--- src/rtl/log2_pkg.sv ---
// Shared constants and the round-robin pick helper for the Log2_32 request arbiter.
package log2_pkg;

    localparam int LOG2_DATA_W = 32;
    localparam int LOG2_RES_W  = 5;
    localparam int RR_MAX_REQ  = 16;
    localparam int RR_PTR_W    = 4;

    // Scans from ptr upward, wrapping at RR_MAX_REQ; unused high requesters must be zero,
    // which makes this equivalent to wrapping at the real requester count.
    function automatic logic [RR_MAX_REQ-1:0] rr_pick(
        input logic [RR_MAX_REQ-1:0] valid,
        input logic [RR_PTR_W-1:0]   ptr
    );
        logic [RR_MAX_REQ-1:0] grant;
        logic [RR_PTR_W-1:0]   idx;
        logic                  found;
        grant = '0;
        found = 1'b0;
        for (int i = 0; i < RR_MAX_REQ; i++) begin
            idx = ptr + RR_PTR_W'(i);
            if (!found && valid[idx]) begin
                grant[idx] = 1'b1;
                found      = 1'b1;
            end
        end
        return grant;
    endfunction

endpackage

--- src/rtl/Log2_32.sv ---
// Combinational highest-set-bit encoder for a 32-bit operand; yields 0 for a zero operand.
module Log2_32
    import log2_pkg::*;
(
    input  logic [LOG2_DATA_W-1:0] data,
    output logic [LOG2_RES_W-1:0]  log2
);

    always_comb begin
        log2 = '0;
        for (int i = 0; i < LOG2_DATA_W; i++) begin
            if (data[i]) log2 = LOG2_RES_W'(i);
        end
    end

endmodule

--- src/rtl/log2_arbiter.sv ---
// Round-robin arbiter sharing one Log2_32 among NUM_REQ valid/ready requesters,
// with a single registered response slot tagged by requester ID.
module log2_arbiter
    import log2_pkg::*;
#(
    parameter int NUM_REQ = 4,
    parameter int ID_W    = 2
) (
    input  logic                           clk,
    input  logic                           rst_n,
    input  logic [NUM_REQ-1:0]             req_valid,
    input  logic [NUM_REQ*LOG2_DATA_W-1:0] req_data,
    output logic [NUM_REQ-1:0]             req_ready,
    output logic                           rsp_valid,
    input  logic                           rsp_ready,
    output logic [LOG2_RES_W-1:0]          rsp_log2,
    output logic                           rsp_zero,
    output logic [ID_W-1:0]                rsp_id
);

    logic [LOG2_DATA_W-1:0] op_p1;
    logic [ID_W-1:0]        id_p1;
    logic                   zero_p1;
    logic                   vld_p1;
    logic [ID_W-1:0]        ptr_p1;

    logic                   slot_free;
    logic [RR_MAX_REQ-1:0]  pick_all;
    logic                   pick_unused;
    logic [NUM_REQ-1:0]     grant;
    logic                   accept;
    logic [LOG2_DATA_W-1:0] sel_data;
    logic [ID_W-1:0]        sel_id;

    assign slot_free   = !vld_p1 || rsp_ready;
    assign pick_all    = rr_pick(RR_MAX_REQ'(req_valid), RR_PTR_W'(ptr_p1));
    assign pick_unused = |(pick_all >> NUM_REQ);
    assign grant       = slot_free ? pick_all[NUM_REQ-1:0] : '0;
    // Grants are suppressed while reset is asserted even though the slot reads as free.
    assign req_ready   = rst_n ? grant : '0;
    assign accept      = |req_ready;

    always_comb begin
        sel_data = '0;
        sel_id   = '0;
        for (int i = 0; i < NUM_REQ; i++) begin
            if (grant[i]) begin
                sel_data = req_data[i*LOG2_DATA_W +: LOG2_DATA_W];
                sel_id   = ID_W'(i);
            end
        end
    end

    // Stage p1: response slot and round-robin pointer
    always_ff @(posedge clk or negedge rst_n) begin
        if (!rst_n) begin
            op_p1   <= '0;
            id_p1   <= '0;
            zero_p1 <= 1'b0;
            vld_p1  <= 1'b0;
            ptr_p1  <= '0;
        end else if (accept) begin
            op_p1   <= sel_data;
            id_p1   <= sel_id;
            zero_p1 <= (sel_data == '0);
            vld_p1  <= 1'b1;
            if (int'(sel_id) == NUM_REQ - 1) ptr_p1 <= '0;
            else                             ptr_p1 <= sel_id + ID_W'(1);
        end else if (vld_p1 && rsp_ready) begin
            vld_p1  <= 1'b0;
        end
    end

    Log2_32 u_log2 (
        .data (op_p1),
        .log2 (rsp_log2)
    );

    assign rsp_valid = vld_p1;
    assign rsp_zero  = zero_p1;
    assign rsp_id    = id_p1;

endmodule

--- config.mk ---
export PLATFORM = sky130hd
export DESIGN_NAME = log2_arbiter
export DESIGN_NICKNAME = d
export VERILOG_FILES = /design/src/rtl/log2_pkg.sv /design/src/rtl/Log2_32.sv /design/src/rtl/log2_arbiter.sv
export SDC_FILE = /design/constraint.sdc
export NUM_CORES = 1
export LEC_CHECK = 0
export CORE_UTILIZATION = 35
export DETAILED_ROUTE_END_ITERATION = 6
export GPL_ROUTABILITY_DRIVEN = 0
export MAX_ROUTING_LAYER = met4
export PLACE_DENSITY_LB_ADDON = 0.3
export SYNTH_ARGS = -nofsm -noshare
export SYNTH_HDL_FRONTEND = slang
export SYNTH_SLANG_ARGS = --single-unit
export TNS_END_PERCENT = 50
--- constraint.sdc ---
create_clock -name clk -period 12.42 [get_ports clk]
set_clock_uncertainty 0.15 [all_clocks]
set_input_delay 3.105 -clock clk [delete_from_list [all_inputs] [get_ports clk]]
set_output_delay 3.105 -clock clk [all_outputs]
set_load 0.05 [all_outputs]
After elaboration in Yosys (flattened, before gate mapping)
Index checks and enable logic that the tools add are counted.
- add/sub/neg operators: 16
- multiply operators: 0
- div/mod/pow operators: 0
- order comparisons: 32
- equal/unequal tests: 1
- shift-type cells: 0
- multiplexer cells: 138
- bitwise gates (word level): 15
- reductions and logical operators: 52
- operators with widths (operator ; count):
    two-way mux 32 bit ; 4
    two-way mux 4 bit ; 26
    two-way mux 5 bit ; 16
    binary-select mux 1 bit (select 4 bit) ; 15
    demux 1 bit (select 4 bit) ; 15
    < comparator 4 x 5 -> 1 bit (second input constant) ; 12
    OR 4 bit ; 15
    two-way mux 1 bit ; 51
    greater-or-equal comparator 4 x 1 -> 1 bit (second input constant) ; 12
    logical AND 1 bit ; 32
    zero test 32 bit ; 1
    adder 2 x 3 -> 4 bit (second input constant) ; 4
    adder 2 x 4 -> 4 bit (second input constant) ; 4
    zero test 1 bit ; 16
    < comparator 3 x 5 -> 1 bit (second input constant) ; 3
    two-way mux 3 bit ; 4
    two-way mux 2 bit ; 5
    greater-or-equal comparator 3 x 1 -> 1 bit (second input constant) ; 3
    adder 3 x 3 -> 4 bit (second input constant) ; 2
    adder 2 x 2 -> 3 bit (second input constant) ; 2
    < comparator 2 x 5 -> 1 bit (second input constant) ; 1
    adder 3 x 1 -> 4 bit (second input constant) ; 1
    adder 3 x 2 -> 4 bit (second input constant) ; 1
    OR reduction 4 bit ; 1
    other kinds (8) ; 8
- register bits after elaboration: 38
- latch bits: 0
- bits in writable memories: 0
- bits in read-only memories: 0
- input port bits: 135
- memories kept: 0

Logic depth before layout (Yosys ltp)
- depth in word-level cells: 54
- gate-level depth with buffers: 17
- mapped depth without buffers: 12

Hierarchy
A second synthesis with hierarchy kept.
- cells, all modules: 436
- area, all modules: 3597.2 um^2
- modules (own cells, without submodules) (module ; instances ; cells each ; area an instance (um^2) ; sequential area each (um^2)):
    log2_arbiter ; 1 ; 376 ; 3244.4 ; 950.9
    Log2_32 ; 1 ; 60 ; 352.8 ; 0.0

Worst setup path before layout
No wires, ideal clock.
- kind: input port to output port
- start: input port req_valid[1]
- end: output port req_ready[2]
- arrival: 5.348 ns
- required time: 9.165 ns
- path slack: 3.817 ns
- stages on the path: 10
- path buffers: 4
- cells stage by stage: buf_2 nor4b_1 nor4_2 nor3_2 a22oi_1 and2_1 buf_2 buf_4 buf_2 nor2_1
- cells in the longest elaborated chain, start to end: 50
- elaborated cells between the ends (all ways): 110
- those cells by class: 65 x mux; 15 x bitwise; 30 x reduce/logical
- RTL lines (item ; RTL line ; RTL):
    from (decl) ; log2_arbiter.sv:11 ; input logic [NUM_REQ-1:0] req_valid,
    binary-select mux 1 bit (select 2 bit) ; log2_pkg.sv:22 ; if (!found && valid[idx]) begin
    two-way mux 1 bit (implied by the code) ; log2_pkg.sv:22 ;
    two-way mux 1 bit ; log2_pkg.sv:22 ;
    zero test 1 bit ; log2_pkg.sv:22 ;
    logical AND 1 bit ; log2_pkg.sv:22 ;
    two-way mux 1 bit ; log2_pkg.sv:22 ;
    zero test 1 bit ; log2_pkg.sv:22 ;
    logical AND 1 bit ; log2_pkg.sv:22 ;
    [... 34 more ...] ; - ;
    zero test 1 bit ; log2_pkg.sv:22 ;
    logical AND 1 bit ; log2_pkg.sv:22 ;
    two-way mux 1 bit ; log2_pkg.sv:22 ;
    zero test 1 bit ; log2_pkg.sv:22 ;
    logical AND 1 bit ; log2_pkg.sv:22 ;
    two-way mux 4 bit (*) ; log2_pkg.sv:22 ;
    two-way mux 4 bit (*) ; log2_arbiter.sv:38 ; assign grant = slot_free ? pick_all[NUM_REQ-1:0] : '0;
    two-way mux 4 bit (*) ; log2_arbiter.sv:40 ; assign req_ready = rst_n ? grant : '0;
    to (decl) ; log2_arbiter.sv:13 ; output logic [NUM_REQ-1:0] req_ready,
Mark *: on every way between the ends. The rest lies on a longest branch, timed or not. The select of a mux whose other input is x is not followed.

Worst setup path after layout
- start: input port req_valid[0]
- end: output port req_ready[1]
The elaborated chain is that of the path after synthesis.

==> summary.txt <==
status -> complete, no violations
required time of the critical path -> 9160 ps
Setup-failing EPs final -> 0
Die Wd -> 106 µm
DRT Pass-1 Iters -> 7
filler instances -> 1,015
Setup crit start kind -> primary input
crit-path max FO -> 24
area of the multi-input gates -> 2630 µm²
routed vias -> 4,575
Post-DRT Antenna Nets -> 0
Worst Tran Pin Value -> 1240 ps
initial antenna violation count -> 0
post-DP HPWL -> 11.5 mm
CTS tree -> done
Max clock buf depth -> 2
vias in the first global route -> 4,300
CTS Sinks -> 37
Post-synth ARST share -> 100%
r2r endpoint -> rsp_zero
crit end category -> primary output
syn nets -> 658
sequential cell area fraction in the yosys report -> 24.3%
cell area after synthesis -> 3800 µm²
clk root buf -> clkbuf_8
Tightest Hold Check Type -> reg2reg
largest net degree at the start of global routing -> 63
Int Pwr -> 0.000672 W
FF-to-FF path depth -> 12
Fmax -> 0.0997 GHz
core area -> 10,400 µm²
mean post-synth cell area -> 7.39 µm²
Synth Flop Type -> dfrtp_1
VDD IR max -> 0.000119 V
Syn Inst Count -> 515
Max Cap Viol -> 0
Net Sw Frac -> 57.1%
total clock buffers created by CTS -> 5
Iter 0 DRT Violations -> 400
Tcrit/Tclk final -> 80.8%
EDFF count, synth -> 0
Pwr per Cell Area -> 291 nW/µm²
CP peak stage delay -> 810 ps
setup bufs post-CTS -> 0
crit path DAT -> 6780 ps
post_cts resized -> 0
die area -> 11,300 µm²
Ys Warns -> 0
Fin. Hold Viols -> 0
RSZ-0062 raised after global routing -> no
drt drc -> 0
share of post-route cells with drive strength above 1 -> 4.11%
mean routed wirelength per cell -> 19.1 µm
gr usage total -> 26.1%
initial core utilization -> 36.5%
H-tree depth -> 2
Setup TNS -> 0 ps
leakage power -> 2.16 nW
Slew HR -> 17.5%
share of power burned in registers -> 15.1%
ANT cells -> 0
first-pass GRT wire length -> 22.5 mm
critical path type -> in2out
Rows -> 37
logic gate share of total power -> 79.8%
min Tclk post-route -> 10,030 ps
Worst-path clk slew -> 80 ps
flops & latches, synth -> 37
hold slack -> 353 ps
cts-stage hold buffer count -> 0
Ports -> 148
worst hold stages -> 2
die height -> 106 µm
vias per std cell -> 5.96
Routed WL -> 14.7 mm
Reg2Reg Setup Slack -> 6340 ps
P_sw -> 0.000893 W
worst skew pair latency -> 280 ps
hold endpoint -> rsp_id[1]
register area -> 926 µm²
Post-layout nets -> 774
library cells used by synthesis -> 68
GRT overflow -> 0
P&R area growth vs syn -> 41.2%
Port Buffer Count -> 147
min-delay src -> rsp_id[1]
cell-by-cell trace of the critical path -> clkdlybuf4s50_1 -> mux4_2 -> a2bb2oi_1 -> nor3_1 -> a2111o_1 -> nor2_2 -> nor2_1 -> clkdlybuf4s50_1
clock power share -> 5.1%
worst reg2reg startpoint -> ptr_p1[0]
Slew Limit Fails -> 0
most used cell, CP -> clkdlybuf4s50_1
CP max-delay cell -> clkdlybuf4s50_1
-- cell usage after synthesis (13+ instances only) --
cell type	instances	area share, %
a31oi_1	13	2.1
buf_2	16	2.1
nand2_1	68	6.7
nor2_1	29	2.9
nor3_1	19	2.5
a21oi_1	28	3.7
dfrtp_1	37	24
o21ai_0	66	8.7
nand3_1	20	2.6
clkbuf_1	25	2.5
inv_1	15	1.5
nand4_1	20	3.3
-- registers in the layout, summed over array words and instances, names as in the netlist --
name and flops:
rsp_valid 1, rsp_id 2, ptr_p1 2, op_p1 31, rsp_zero 1
-- through the flow --
stage | instance area [µm²] | util (%) | instances | worst slack [ps] | total power [W]
2_1_floorplan | 3800 | - | 515 | 3820 | 0.00112
3_3_place_gp | 5290 | 50.8 | 760 | 2570 | 0.00143
3_5_place_dp | 5290 | 50.8 | 760 | 2460 | 0.00145
4_1_cts | 5370 | 51.6 | 768 | 2450 | 0.00154
5_1_grt | 5370 | 51.6 | 768 | 2270 | 0.00168
6_report | 5370 | 51.6 | 768 | 2390 | 0.00156
-- cell type report --
cell class / instances / share of cell area, %
Clock buffer: 6 / 1.35
Clock inverter: 2 / 0.186
Inverter: 15 / 1.05
Multi-Input combinational cell: 420 / 48.9
Sequential cell: 37 / 17.2
Tap cell: 136 / 3.17
Timing Repair Buffer: 152 / 28.1
-- worst max-delay path, delay by kind of cell --
family / cells / cell delay [ps]
buffers and inverters: 2 / 1470
AND/OR/NAND/NOR: 3 / 810
AO/OA/AOI/OAI: 2 / 790
multiplexers: 1 / 600
-- worst max-delay path by stage --
stage,to,depth (start not counted),slack [ps],from
finish,req_ready[1],8,2390,req_valid[0]
global route,req_ready[1],8,2270,req_valid[2]
CTS,req_ready[1],8,2450,req_valid[2]
detailed placement,req_ready[1],8,2460,req_valid[0]
global placement,req_ready[1],8,2570,req_valid[0]
floorplan,req_ready[2],10,3820,req_valid[1]
-- cell usage in the layout, fill, tap and decap left out, types with 7 or more instances in the layout --
cell type / Yosys / final
a21o_1: 7 / 7
a21oi_1: 28 / 28
a22oi_1: 8 / 8
a31oi_1: 13 / 13
clkdlybuf4s50_1: 0 / 147
dfrtp_1: 37 / 37
ha_1: 8 / 8
inv_1: 15 / 15
mux2i_1: 7 / 7
nand2_1: 68 / 68
nand3_1: 20 / 20
nand4_1: 20 / 20
nor2_1: 29 / 29
nor3_1: 19 / 19
nor4_1: 7 / 7
o21a_1: 7 / 7
o21ai_0: 66 / 66
o22ai_1: 8 / 8
-- logic make-up after synthesis --
family / synth area share, %
muxes: 3.32
buffers and inverters: 6.55
AOI/OAI and AO/OA: 34.5
and+or+nand+nor: 28.6
adders and majority gates: 2.63
DFF: 24.3
-- layer usage --
layer  share of wire (%)  global-route usage (%)
met5                   0                       -
met4                 1.8                    5.75
met3                 8.1                    3.07
met2                  45                    39.2
met1                  45                    37.4
-- power groups by stage --
stage	logic, W	clock network [W]	registers [W]
floorplan	0.000891	0	0.000228
global placement	0.00119	0	0.000234
detailed placement	0.00121	0	0.000237
CTS	0.00122	0.0000820	0.000235
global route	0.00135	0.0000877	0.000245
finish	0.00125	0.0000799	0.000236
Note: power is estimated with default switching activity, not from simulation.
